**src/rtl/mmio_uart_pkg.sv**
```systemverilog
// Shared register map, STATUS bit positions and TX state encoding for the
// memory-mapped UART transmitter.
package mmio_uart_pkg;

   localparam logic [1:0] OFF_TXDATA = 2'd0;
   localparam logic [1:0] OFF_STATUS = 2'd1;
   localparam logic [1:0] OFF_CTRL   = 2'd2;
   localparam logic [1:0] OFF_RSVD   = 2'd3;

   localparam int unsigned STAT_FULL    = 0;
   localparam int unsigned STAT_EMPTY   = 1;
   localparam int unsigned STAT_BUSY    = 2;
   localparam int unsigned STAT_OVF     = 3;
   localparam int unsigned STAT_CNT_LSB = 4;

   localparam int unsigned CTRL_EN       = 0;
   localparam int unsigned WDATA_OVF_CLR = 3;

   typedef enum logic [1:0] {IDLE, START, DATA, STOP} uart_tx_state_t;

endpackage

```
**src/rtl/sync_fifo.sv**
```systemverilog
// Single-clock FIFO with a combinational head output; pushes when full and
// pops when empty are ignored, so count never exceeds DEPTH.
module sync_fifo #(
   parameter int unsigned WIDTH = 8,
   parameter int unsigned DEPTH = 4
) (
   input  logic                     clk,
   input  logic                     reset,
   input  logic                     push,
   input  logic                     pop,
   input  logic [WIDTH-1:0]         din,
   output logic [WIDTH-1:0]         dout,
   output logic                     full,
   output logic                     empty,
   output logic [$clog2(DEPTH):0]   count
);

   localparam int unsigned AW = $clog2(DEPTH);

   logic [WIDTH-1:0] r_mem [DEPTH];
   logic [AW-1:0]    r_wr_ptr;
   logic [AW-1:0]    r_rd_ptr;
   logic [AW:0]      r_count;
   logic             w_push_ok;
   logic             w_pop_ok;

   assign full      = (r_count == (AW+1)'(DEPTH));
   assign empty     = (r_count == '0);
   assign count     = r_count;
   assign dout      = r_mem[r_rd_ptr];
   assign w_push_ok = push & ~full;
   assign w_pop_ok  = pop & ~empty;

   always_ff @(posedge clk) begin
      if (w_push_ok) r_mem[r_wr_ptr] <= din;
   end

   // DEPTH is a power of two, so the pointers wrap by natural overflow.
   always_ff @(posedge clk or posedge reset) begin
      if (reset) begin
         r_wr_ptr <= '0;
         r_rd_ptr <= '0;
         r_count  <= '0;
      end else begin
         if (w_push_ok) r_wr_ptr <= r_wr_ptr + 1'b1;
         if (w_pop_ok)  r_rd_ptr <= r_rd_ptr + 1'b1;
         case ({w_push_ok, w_pop_ok})
            2'b10:   r_count <= r_count + 1'b1;
            2'b01:   r_count <= r_count - 1'b1;
            default: r_count <= r_count;
         endcase
      end
   end

endmodule

```
**src/rtl/mmio_uart_tx.sv**
```systemverilog
// Memory-mapped 8N1 UART transmitter on the core data bus: TXDATA pushes into
// a FIFO, STATUS/CTRL are read combinationally, tx is driven from a flop.
module mmio_uart_tx
   import mmio_uart_pkg::*;
#(
   parameter logic [31:0] BASE_ADDR    = 32'h0000_0100,
   parameter int unsigned CLKS_PER_BIT = 16,
   parameter int unsigned FIFO_DEPTH   = 4
) (
   input  logic        clk,
   input  logic        reset,
   input  logic        we,
   input  logic [31:0] addr,
   input  logic [31:0] wdata,
   output logic [31:0] rdata,
   output logic        sel,
   output logic        tx
);

   localparam int unsigned CW = $clog2(FIFO_DEPTH) + 1;
   localparam int unsigned BW = $clog2(CLKS_PER_BIT);
   localparam logic [BW-1:0] BAUD_LAST = BW'(CLKS_PER_BIT - 1);

   uart_tx_state_t r_state;
   logic [BW-1:0]  r_baud;
   logic [2:0]     r_bit;
   logic [7:0]     r_shift;
   logic           r_tx;
   logic           r_ovf;
   logic           r_en;

   logic           w_sel;
   logic [1:0]     w_off;
   logic           w_wr_txdata;
   logic           w_wr_status;
   logic           w_wr_ctrl;
   logic           w_ovf_set;
   logic           w_ovf_clr;
   logic           w_pop;
   logic           w_baud_done;
   logic           w_fifo_full;
   logic           w_fifo_empty;
   logic [CW-1:0]  w_fifo_count;
   logic [7:0]     w_fifo_dout;
   logic [31:0]    w_status;
   logic           w_unused_bits;

   assign w_sel       = (addr[31:4] == BASE_ADDR[31:4]);
   assign w_off       = addr[3:2];
   assign w_wr_txdata = we & w_sel & (w_off == OFF_TXDATA);
   assign w_wr_status = we & w_sel & (w_off == OFF_STATUS);
   assign w_wr_ctrl   = we & w_sel & (w_off == OFF_CTRL);
   assign w_ovf_set   = w_wr_txdata & w_fifo_full;
   assign w_ovf_clr   = w_wr_status & wdata[WDATA_OVF_CLR];
   assign w_pop       = (r_state == IDLE) & r_en & ~w_fifo_empty;
   assign w_baud_done = (r_baud == BAUD_LAST);
   assign w_unused_bits = ^{addr[1:0], wdata[31:8]};

   sync_fifo #(
      .WIDTH (8),
      .DEPTH (FIFO_DEPTH)
   ) u_fifo (
      .clk   (clk),
      .reset (reset),
      .push  (w_wr_txdata),
      .pop   (w_pop),
      .din   (wdata[7:0]),
      .dout  (w_fifo_dout),
      .full  (w_fifo_full),
      .empty (w_fifo_empty),
      .count (w_fifo_count)
   );

   always_ff @(posedge clk or posedge reset) begin
      if (reset) begin
         r_ovf <= 1'b0;
         r_en  <= 1'b1;
      end else begin
         if (w_ovf_set)      r_ovf <= 1'b1;
         else if (w_ovf_clr) r_ovf <= 1'b0;
         if (w_wr_ctrl)      r_en  <= wdata[CTRL_EN];
      end
   end

   // tx is registered alongside each state change, so it leads the state by no cycle.
   always_ff @(posedge clk or posedge reset) begin
      if (reset) begin
         r_state <= IDLE;
         r_baud  <= '0;
         r_bit   <= '0;
         r_shift <= '0;
         r_tx    <= 1'b1;
      end else begin
         case (r_state)
            IDLE: begin
               r_tx <= 1'b1;
               if (w_pop) begin
                  r_shift <= w_fifo_dout;
                  r_baud  <= '0;
                  r_tx    <= 1'b0;
                  r_state <= START;
               end
            end
            START: begin
               if (w_baud_done) begin
                  r_baud  <= '0;
                  r_bit   <= '0;
                  r_tx    <= r_shift[0];
                  r_state <= DATA;
               end else begin
                  r_baud <= r_baud + 1'b1;
               end
            end
            DATA: begin
               if (w_baud_done) begin
                  r_baud  <= '0;
                  r_shift <= r_shift >> 1;
                  if (r_bit == 3'd7) begin
                     r_tx    <= 1'b1;
                     r_state <= STOP;
                  end else begin
                     r_bit <= r_bit + 1'b1;
                     r_tx  <= r_shift[1];
                  end
               end else begin
                  r_baud <= r_baud + 1'b1;
               end
            end
            STOP: begin
               if (w_baud_done) begin
                  r_baud  <= '0;
                  r_state <= IDLE;
               end else begin
                  r_baud <= r_baud + 1'b1;
               end
            end
            default: begin
               r_tx    <= 1'b1;
               r_state <= IDLE;
            end
         endcase
      end
   end

   assign tx  = r_tx;
   assign sel = w_sel;

   always_comb begin
      w_status = (32'(w_fifo_count) << STAT_CNT_LSB) & 32'h0000_00F0;
      w_status[STAT_FULL]  = w_fifo_full;
      w_status[STAT_EMPTY] = w_fifo_empty;
      w_status[STAT_BUSY]  = (r_state != IDLE);
      w_status[STAT_OVF]   = r_ovf;
   end

   always_comb begin
      rdata = '0;
      if (w_sel) begin
         case (w_off)
            OFF_STATUS: rdata = w_status;
            OFF_CTRL:   rdata = {31'b0, r_en};
            default:    rdata = '0;
         endcase
      end
   end

endmodule

```
**config.mk**
```make
export PLATFORM = sky130hd
export DESIGN_NAME = mmio_uart_tx
export DESIGN_NICKNAME = d
export VERILOG_FILES = /design/src/rtl/mmio_uart_pkg.sv /design/src/rtl/sync_fifo.sv /design/src/rtl/mmio_uart_tx.sv
export SDC_FILE = /design/constraint.sdc
export NUM_CORES = 1
export LEC_CHECK = 0
export ABC_AREA = 1
export BUFFER_PORTS_ARGS = -buffer_cell sky130_fd_sc_hd__clkbuf_2
export CORE_MARGIN = 5
export CORE_UTILIZATION = 46
export CTS_BUF_LIST = sky130_fd_sc_hd__clkbuf_4 sky130_fd_sc_hd__clkbuf_8
export DETAILED_ROUTE_END_ITERATION = 10
export PLACE_DENSITY = 0.73
export SYNTH_ARGS = -nofsm -noshare
export SYNTH_HDL_FRONTEND = slang
export SYNTH_SLANG_ARGS = --single-unit
```
**constraint.sdc**
```tcl
create_clock -name clk -period 2.3 [get_ports clk]
set_input_delay 0.23 -clock clk [delete_from_list [all_inputs] [get_ports clk]]
set_output_delay 0.23 -clock clk [all_outputs]
set_load 0.02 [all_outputs]
```
After elaboration in Yosys (flattened, before gate mapping)
Memory sizes are Yosys's and may differ from the RTL's.
Index checks and enable logic that the tools add are counted.
Word-level totals
  input port bits: 67
  memories: 1
  output and inout bits: 34
  flip-flop bits (word level): 27
  bits in writable memories: 32
  word-level logic and storage cells: 88
Memories
  u_fifo.r_mem: words 4, bits a word 8, read ports 1, clocked after Yosys merged registers in 0, wr ports 1, line sync_fifo.sv:20  | logic [WIDTH-1:0] r_mem [DEPTH];
Cells by class
  add/sub/neg operators: 6
  reductions and logical operators: 14
  multiplexer cells: 28
  equality and inequality tests: 17
  bitwise gates (word level): 12
Operators by type and width (number)
  equality test 28 x 5 -> 1 bit (second input constant): 1
  two-way mux 8 bit: 2
  case mux 8 bit (2 select lines): 1
  case mux 7 bit (2 select lines): 1
  case mux 3 bit (2 select lines): 2
  bitwise AND 1 bit: 10
  two-way mux 2 bit: 5
  inequality test 2 bit (second input constant): 5
  nonzero test 2 bit: 5
  two-way mux 3 bit: 3
  equality test 2 bit (second input constant): 4
  two-way mux 1 bit: 8
  two-way mux 4 bit: 2
  case mux 2 bit (4 select lines): 1
  case mux 4 bit (2 select lines): 1
  two-way mux 7 bit: 1
  adder 3 x 1 -> 3 bit (second input constant): 2
  equality test 2 x 1 -> 1 bit (second input constant): 3
  equality test 3 bit (second input constant): 2
  AND reduction 3 bit: 2
  AND reduction 5 bit: 1
  adder 2 x 1 -> 2 bit (second input constant): 2
  adder 4 x 1 -> 4 bit (second input constant): 1
  equality test 4 bit (second input constant): 1
  other kinds (9): 11

Longest topological paths before layout
Gate-level depths: netlist of the first run.
  depth after elaboration: 6
  gate-level depth with buffers: 12
  mapped depth without buffers: 12

Cells and area by module
Synthesis of the first run repeated with hierarchy kept, for this count alone.
Unflattened totals
  cell total of the unflattened synthesis: 361
  area, all modules: 3328.2 sq um
Modules (own cells, without submodules)
  sync_fifo: cells each 155, times used 1, seq. area each 1136.1 sq um, area an instance 1755.4 sq um
  mmio_uart_tx: cells each 206, times used 1, seq. area each 503.0 sq um, area an instance 1572.8 sq um

Worst setup path before layout of the first run
No wires, ideal clock.
  path kind: register to register
  start: register r_state[0]
  end: register u_fifo.r_count[2], in the netlist u_fifo.count[2]
  setup time: 131 ps
  required time: 2169 ps
  slack: 265 ps
  stages on the path, launching flop included: 11
  buffers on the path: 0
  data arrival time: 1904 ps
  period minus slack after synthesis: 2035 ps
  path through: dfrtp_1 inv_1 ha_1 nand3_1 inv_1 ha_1 inv_1 fa_1 a21oi_1 o21ai_0 xor2_1
Between the ends
  cells in the longest elaborated chain, start to end: 6
  elaborated cells between the ends (all ways): 8
  those cells by class: eq/ne: 2; mux: 1; bitwise: 3; reduce/logical: 2
Ends and longest elaborated chain
  start, declared: line mmio_uart_tx.sv:24  | uart_tx_state_t r_state;
  start signal, assigned: line mmio_uart_tx.sv:88  | r_state <= IDLE;
  start signal, assigned: line mmio_uart_tx.sv:101  | r_state <= START;
  start signal, assigned: line mmio_uart_tx.sv:109  | r_state <= DATA;
  logical NOT 2 bit *: line mmio_uart_tx.sv:55  | assign w_pop = (r_state == IDLE) & r_en & ~w_fifo_empty;
  bitwise AND 1 bit * (2 in a row): line mmio_uart_tx.sv:55
  bitwise AND 1 bit *: line sync_fifo.sv:32  | assign w_pop_ok = pop & ~empty;
  named net u_fifo.w_pop_ok: line sync_fifo.sv:25  | logic w_pop_ok;
  equality test 2 x 1 -> 1 bit / equality test 2 bit (equally long branches): line sync_fifo.sv:47  | case ({w_push_ok, w_pop_ok})
  case mux 3 bit (2 select lines) / nonzero test 2 bit (equally long branches)
  end signal, assigned: line sync_fifo.sv:48  | 2'b10: r_count <= r_count + 1'b1;
  end signal, assigned: line sync_fifo.sv:49  | 2'b01: r_count <= r_count - 1'b1;
  end signal, assigned: line sync_fifo.sv:50  | default: r_count <= r_count;
  end, declared: line sync_fifo.sv:23  | logic [AW:0] r_count;
Mark *: on every way through the listed nets, which the timed path passes. The rest lies on a longest branch.
A chain may end at the register's enable or synchronous reset.

Worst setup path after layout of the first run
  start: register u_fifo.r_count[0], in the netlist u_fifo.count[0]
  end: register u_fifo.r_count[2], in the netlist u_fifo.count[2]
Between the ends
  cells in the longest elaborated chain, start to end: 6
  elaborated cells between the ends (all ways): 13
  those cells by class: add/sub: 2; eq/ne: 3; mux: 1; bitwise: 5; reduce/logical: 2
Ends and longest elaborated chain
  logical NOT 3 bit: line sync_fifo.sv:28  | assign empty = (r_count == '0);
  inverter 1 bit: line sync_fifo.sv:32, mmio_uart_tx.sv:55
  bitwise AND 1 bit: line mmio_uart_tx.sv:55
  bitwise AND 1 bit: line sync_fifo.sv:32
  equality test 2 x 1 -> 1 bit / equality test 2 bit (equally long branches): line sync_fifo.sv:47
  case mux 3 bit (2 select lines) / nonzero test 2 bit (equally long branches)
Several ways; a longest one is shown, not always the timed one.

==> key figures, run 1 <==
Critical path
  – R2R Path Start: u_fifo.count[0]$_DFFE_PP0P_
  – Reg2reg setup slack: 0.20 ns
  – Worst setup path startpoint: u_fifo.count[0]$_DFFE_PP0P_
  – Startpoint types: register
  – Arr. time, crit path: 2.30 ns
  – Crit path capture: u_fifo.count[2]$_DFFE_PP0P_
  – Maximum fanout along the worst path: 7
  – Critical R2R Capture: u_fifo.count[2]$_DFFE_PP0P_
  – Worst r2r path cells: 9
  – CP Class: register to register
  – Worst Setup End Kind: register
  – Crit path required time: 2.51 ns

Global routing
  – First-pass GRT wire length: 9860 um
  – Initial antenna violation count: 0
  – Number of global-route vias before repair: 2,332
  – Total grt overflow: 0
  – Gr usage total: 0.142
  – Largest net degree at the start of global routing: 28

Final layout
  – Final Non-Filler Cells: 526
  – Final Cell Area: 3780 um2
  – Synth-to-layout area growth: 14.1%
  – Layout Utilization: 0.530
  – Antenna Cells: 0
  – Share of cells above drive strength 1: 0.232
  – Fin nets: 506

Synthesis
  – Number of synthesized register bits: 59
  – Async SR Flop Fraction: 0.458
  – Cell taking the most area after synthesis: edfxtp_1
  – Synth top area cells: edfxtp_1 29%, dfrtp_1 19%, nor2_1 6.5%
  – Yosys Warn Count: 0
  – Syn_area_per_cell: 9.13 um2
  – Sequential element share of the synthesized area: 0.494
  – Mapped Area: 3320 um2
  – Most frequent cell after synthesis: nor2_1
  – Synth top cells by count: 57 x nor2_1, 52 x nand2_1, 47 x inv_1
  – Synth unique cells: 37
  – Cells after synthesis: 363
  – Post-synth top flop: edfxtp_1
  – Number of synthesized flops with an enable pin: 32
  – Synth top area share: 0.290

Detailed routing
  – Post-Route WL: 5790 um
  – Drt first pass iters: 4
  – Routed vias: 2,400
  – Final ANT Viol Nets: 0
  – Drc violations: 0
  – Avg WL per Cell: 11.0 um
  – Via density: 4.56
  – Initial drt markers: 75

Timing
  – Slew margin rel.: 0.645
  – Max Clk Rate: 477 MHz
  – Final hold vios: 0
  – Worst Hold Slack: 0.111 ns
  – Clock Skews: 0.0105 ns
  – Tmin final: 2.10 ns
  – Max Slew Vio Count: 0
  – Actual slew at the worst max-slew pin: 0.533 ns
  – Final setup vio count: 0
  – TNS Setup: 0 ns
  – RSZ-0062 raised after global routing: false
  – Final Cycle Share: 0.911

Worst hold path
  – Min-Delay Path Class: input port to register
  – Hold_sp: wdata[4]

Clock tree
  – TritonCTS Sinks: 59
  – Clk pin slew, worst setup/hold paths: 0.07 ns
  – Postcts setup bufs: 0
  – Clk_lat worst skew: 0.34 ns
  – Number of buffers created by CTS: 9
  – Max clock buf depth: 2
  – H-tree depth: 3
  – CTS root buf: clkbuf_8
  – CTS tree: done

Power
  – Internal power: 1.68 mW
  – Logic pwr share: 0.067
  – Psw: 518 uW
  – Clock network fraction of total power: 0.423
  – Sequential share of power: 0.510
  – Leak Pwr: 1.77 nW
  – Cell Pwr Density: 581 nW/um2
  – Net Sw Frac: 0.235
  – Peak VDD IR: 380 uV

Die
  – CORE AREA: 7140 um2
  – Starting Density: 0.465
  – IO Pins: 101
  – Row cnt: 31
  – Die width: 94.9 um
  – Die ar.: 9010 um2
  – Height of the die: 94.9 um

Placement
  – DPL Wire Length: 4340 um
  – Port bufs: 49
  – Cells after DPL: 509
  – Placed instance area: 3570 um2
  – Global placement routability congestion: 0.749

Outcome
  – Status: finished clean

Flow run
  – Max cap viols: 0
[how the worst min path moves through the flow]
stage                     slack [ns]  cells past startpoint                           end
final                           0.11                      1  u_fifo.r_mem[3][4]$_DFFE_PP_
after CTS                       0.09                      1  u_fifo.r_mem[3][4]$_DFFE_PP_
after floorplan                 0.28                      1         r_baud[0]$_DFFE_PP0P_
after global routing             0.1                      1  u_fifo.r_mem[3][4]$_DFFE_PP_
after global placement          0.29                      3             r_ovf$_DFFE_PP0P_
after detailed placement        0.29                      3   u_fifo.count[0]$_DFFE_PP0P_
[power by group through the flow]
stage | Combinational, mW | Sequential, mW | Clock, mW
6_report | 0.148 | 1.12 | 0.931
5_1_grt | 0.167 | 1.12 | 0.995
4_1_cts | 0.149 | 1.12 | 0.948
3_5_place_dp | 0.147 | 1.14 | 0
3_3_place_gp | 0.143 | 1.14 | 0
2_1_floorplan | 0.128 | 1.14 | 0
[kinds of logic (layout without fill, tap and decap cells)]
group | Yosys count | in the layout | share of synthesized area
buf+inv | 85 | 125 | 0.135
fa+ha+maj | 17 | 17 | 0.0664
other cells | 1 | 25 | 0.00113
simple gates | 138 | 138 | 0.188
xor+xnor | 3 | 3 | 0.00793
flops | 59 | 59 | 0.494
compound gates | 60 | 60 | 0.107
[flip-flops by register name (all words and copies together) (netlist names)]
signal and count:
r_shift 8, u_fifo.count 3, tx 1, u_fifo.r_rd_ptr 2, r_ovf 1, u_fifo.r_mem 32
r_bit 3, u_fifo.r_wr_ptr 2, r_state 2, r_en 1, r_baud 4
[cell type report]
| class | count | area, um2 |
|---|---|---|
| fill | 666 | 3350 |
| sequential | 59 | 1640 |
| multi-input combinational | 243 | 1320 |
| timing repair buffer | 57 | 308 |
| inverter | 52 | 195 |
| clock buffer | 10 | 131 |
| tap | 99 | 124 |
| clock inverter | 6 | 67.6 |
[per-layer routing]
layer / global-route usage / vias up / part of all wire / routed length (um)
li1: - / 1237 / - / -
met1: 0.150 / 1082 / 0.41 / 2370
met2: 0.251 / 71 / 0.49 / 2850
met3: 0.0430 / 10 / 0.073 / 423
met4: 0.0757 / 0 / 0.024 / 141
met5: 0 / - / 0 / 0
[repair_timing]
action                    in CTS  in global routing
hold buffers                   1                  0
gates resized for setup        0                  0
hold endpoints to repair      25                  0
[critical path, cell delays in order, from the launching register on]
cell	delay [ns]
dfrtp_1	0.41
inv_2	0.12
nand3_1	0.18
nand4_2	0.23
ha_1	0.17
inv_1	0.07
fa_1	0.37
a21oi_1	0.14
o21ai_0	0.12
xor2_1	0.16
[per-stage QoR]
stage          power [mW]  worst slack [ns]
2_1_floorplan        1.27             0.265
3_3_place_gp         1.28             0.258
3_5_place_dp         1.29             0.239
4_1_cts              2.22             0.210
5_1_grt              2.28            0.0190
6_report             2.20             0.204
[cells in the final DEF, fill, tap and decap left out, drive strengths merged, types with 3 or more instances in the layout]
cell	instances
clkinv	3
nand2	59
nand4	4
o21ai	45
a21oi	10
buf	7
conb	25
ha	16
edfxtp	32
inv	52
dfrtp	25
nand3	13
nor2	59
clkbuf	59
No activity file was read; power rests on OpenSTA's default activity.
==> run 2, diff against run 1 <==
--- a/config.mk
+++ b/config.mk
@@ -5,13 +5,12 @@
 export SDC_FILE = /design/constraint.sdc
 export NUM_CORES = 1
 export LEC_CHECK = 0
-export ABC_AREA = 1
 export BUFFER_PORTS_ARGS = -buffer_cell sky130_fd_sc_hd__clkbuf_2
 export CORE_MARGIN = 5
 export CORE_UTILIZATION = 46
 export CTS_BUF_LIST = sky130_fd_sc_hd__clkbuf_4 sky130_fd_sc_hd__clkbuf_8
 export DETAILED_ROUTE_END_ITERATION = 10
-export PLACE_DENSITY = 0.73
+export PLACE_DENSITY = 0.74
 export SYNTH_ARGS = -nofsm -noshare
 export SYNTH_HDL_FRONTEND = slang
 export SYNTH_SLANG_ARGS = --single-unit
==> key figures, run 2 <==
Synthesis
  – Yosys Warn Count: 0
  – Sequential element share of the synthesized area: 0.532
  – Number of synthesized register bits: 59
  – Most frequent cell after synthesis: edfxtp_1
  – Number of synthesized flops with an enable pin: 32
  – Synth top area share: 0.312
  – Async SR Flop Fraction: 0.458
  – Synth top cells by count: 32 x edfxtp_1, 25 x buf_4, 25 x dfrtp_1
  – Synth unique cells: 45
  – Synth top area cells: edfxtp_1 31%, dfrtp_1 20%, ha_1 6.5%
  – Syn_area_per_cell: 12.9 um2
  – Cell taking the most area after synthesis: edfxtp_1
  – Post-synth top flop: edfxtp_1
  – Cells after synthesis: 239
  – Mapped Area: 3080 um2

Flow run
  – Max cap viols: 0

Die
  – Starting Density: 0.480
  – IO Pins: 101
  – CORE AREA: 6420 um2
  – Die ar.: 8440 um2
  – Row cnt: 29
  – Die width: 91.9 um
  – Height of the die: 91.9 um

Global routing
  – Gr usage total: 0.128
  – Largest net degree at the start of global routing: 28
  – Met3 Usage GRT: 0.0491
  – GR Util met1: 0.157
  – Met2 GRT Util: 0.207
  – Gr busiest metal: met2
  – Initial antenna violation count: 0
  – Total grt overflow: 0
  – First-pass GRT wire length: 8510 um
  – Number of global-route vias before repair: 1,905

Critical path
  – CP Class: register to register
  – Reg2reg setup slack: 0.16 ns
  – Critical path's top delay family: adder cells
  – Slowest cell on crit path: dfrtp_1
  – Startpoint types: register
  – Maximum fanout along the worst path: 5
  – Max stage delay on crit path: 0.42 ns
  – Worst setup path startpoint: r_state[0]$_DFFE_PP0P_
  – R2R Path Start: r_state[0]$_DFFE_PP0P_
  – Buffers plus inverters on the worst setup path: 3
  – Arr. time, crit path: 2.41 ns
  – Worst Setup End Kind: register
  – Crit path cell chain: inv_1, ha_1, inv_1, nor2_1, ha_1, inv_1, fa_1, xor2_1, nor2_1, xor2_1
  – CP most frequent cell: inv_1
  – Crit path required time: 2.57 ns

Detailed routing
  – Via density: 5.12
  – Post-Route WL: 5080 um
  – Final ANT Viol Nets: 0
  – Drt first pass iters: 4
  – Drc violations: 0
  – Avg WL per Cell: 13.4 um
  – Routed vias: 1,942
  – Initial drt markers: 56

Timing
  – TNS Setup: 0 ns
  – Final Cycle Share: 0.931
  – Clock Skews: 0.00923 ns
  – Worst Hold Slack: 0.105 ns
  – Max Slew Vio Count: 0
  – Max Clk Rate: 467 MHz
  – Slew margin rel.: 0.614
  – Final hold vios: 0
  – Final setup vio count: 0
  – RSZ-0062 raised after global routing: false
  – Actual slew at the worst max-slew pin: 0.579 ns
  – Tmin final: 2.14 ns

Final layout
  – Antenna Cells: 0
  – Max reg flops: 32
  – Most frequent cells in the layout: 49 x clkbuf_2, 32 x edfxtp_1, 25 x conb_1, 25 x dfrtp_1, 16 x ha_1
  – Most common cell after layout, fill and taps aside: clkbuf_2
  – Register with the most flip-flops: u_fifo.r_mem
  – Share of cells above drive strength 1: 0.321
  – Synth-to-layout area growth: 15.2%
  – Fin nets: 381
  – Filler instances: 517
  – Final Non-Filler Cells: 379
  – Regs by FF count: u_fifo.r_mem: 32 flops, r_shift: 8 flops, r_baud: 4 flops

Placement
  – DPL Wire Length: 3770 um
  – Global placement routability congestion: 0.810
  – Cells after DPL: 362
  – Port bufs: 49

Outcome
  – Status: finished clean

Worst hold path
  – Min-Delay Path Class: input port to register
  – Hold_sp: wdata[6]

Clock tree
  – TritonCTS Sinks: 59
  – Clk_lat worst skew: 0.34 ns
  – Number of buffers created by CTS: 9
  – Post-cts gate resize count: 0
  – Clk pin slew, worst setup/hold paths: 0.08 ns
  – CTS tree: done
  – CTS root buf: clkbuf_8
  – Max clock buf depth: 2
  – H-tree depth: 3

Power
  – Cell Pwr Density: 629 nW/um2
  – Leak Pwr: 1.59 nW
  – Peak VDD IR: 694 uV
  – Total Power: 2.23 mW
## run 2: worst paths after layout
path	to	cells past startpoint
worst max-delay path	u_fifo.count[2]$_DFFE_PP0P_	10
worst min-delay path	u_fifo.r_mem[3][6]$_DFFE_PP_	1
worst max register to register	u_fifo.count[2]$_DFFE_PP0P_	10
worst min register to register	tx$_DFFE_PP1P_	2
max in group asynchronous	tx$_DFFE_PP1P_	4
min in group asynchronous	r_bit[1]$_DFFE_PP0P_	4
## run 2: routing by layer
layer / vias up / wire [um]
met3: 12 / 382
met2: 71 / 2350
met1: 923 / 2260
li1: 936 / -
met4: 0 / 91
met5: - / 0
## run 2: final cells by class
| class | instances | area (um2) | share of cell area |
|---|---|---|---|
| inverters | 13 | 48.8 | 0.0137 |
| clock inverters | 7 | 82.6 | 0.0233 |
| multi-input cells | 159 | 1270 | 0.357 |
| flip-flops and latches | 59 | 1640 | 0.462 |
| clock buffers | 9 | 124 | 0.0349 |
| repair buffers | 55 | 293 | 0.0825 |
| well taps | 77 | 96.3 | 0.0271 |
## run 2: stage by stage
step                      area, um2  utilization  setup slack [ns]
after global placement         3330        0.519             0.178
after CTS                      3550        0.553             0.153
final                          3550        0.553             0.160
after detailed placement       3330        0.519             0.155
after global routing           3550        0.553           0.00279
after floorplan                3170            -             0.223
## run 2: what timing repair did
action                                 in CTS  in global routing
setup buffers                               0                  0
hold buffers                                1                  0
endpoints found under the hold margin      25                  0
## run 2: cell families after synthesis
family / count (synthesis) / synth area share
other cells: 1 / 0.00122
simple gates: 59 / 0.120
mux: 20 / 0.100
buf+inv: 45 / 0.0865
fa+ha+maj: 17 / 0.0715
flops: 59 / 0.532
compound gates: 32 / 0.0715
xor+xnor: 6 / 0.0171
## run 2: power by group
group / switching (mW) / internal (mW) / total [mW]
clock network: 0.459 / 0.516 / 0.975
logic: 0.0837 / 0.0414 / 0.125
registers: 0.00546 / 1.13 / 1.13
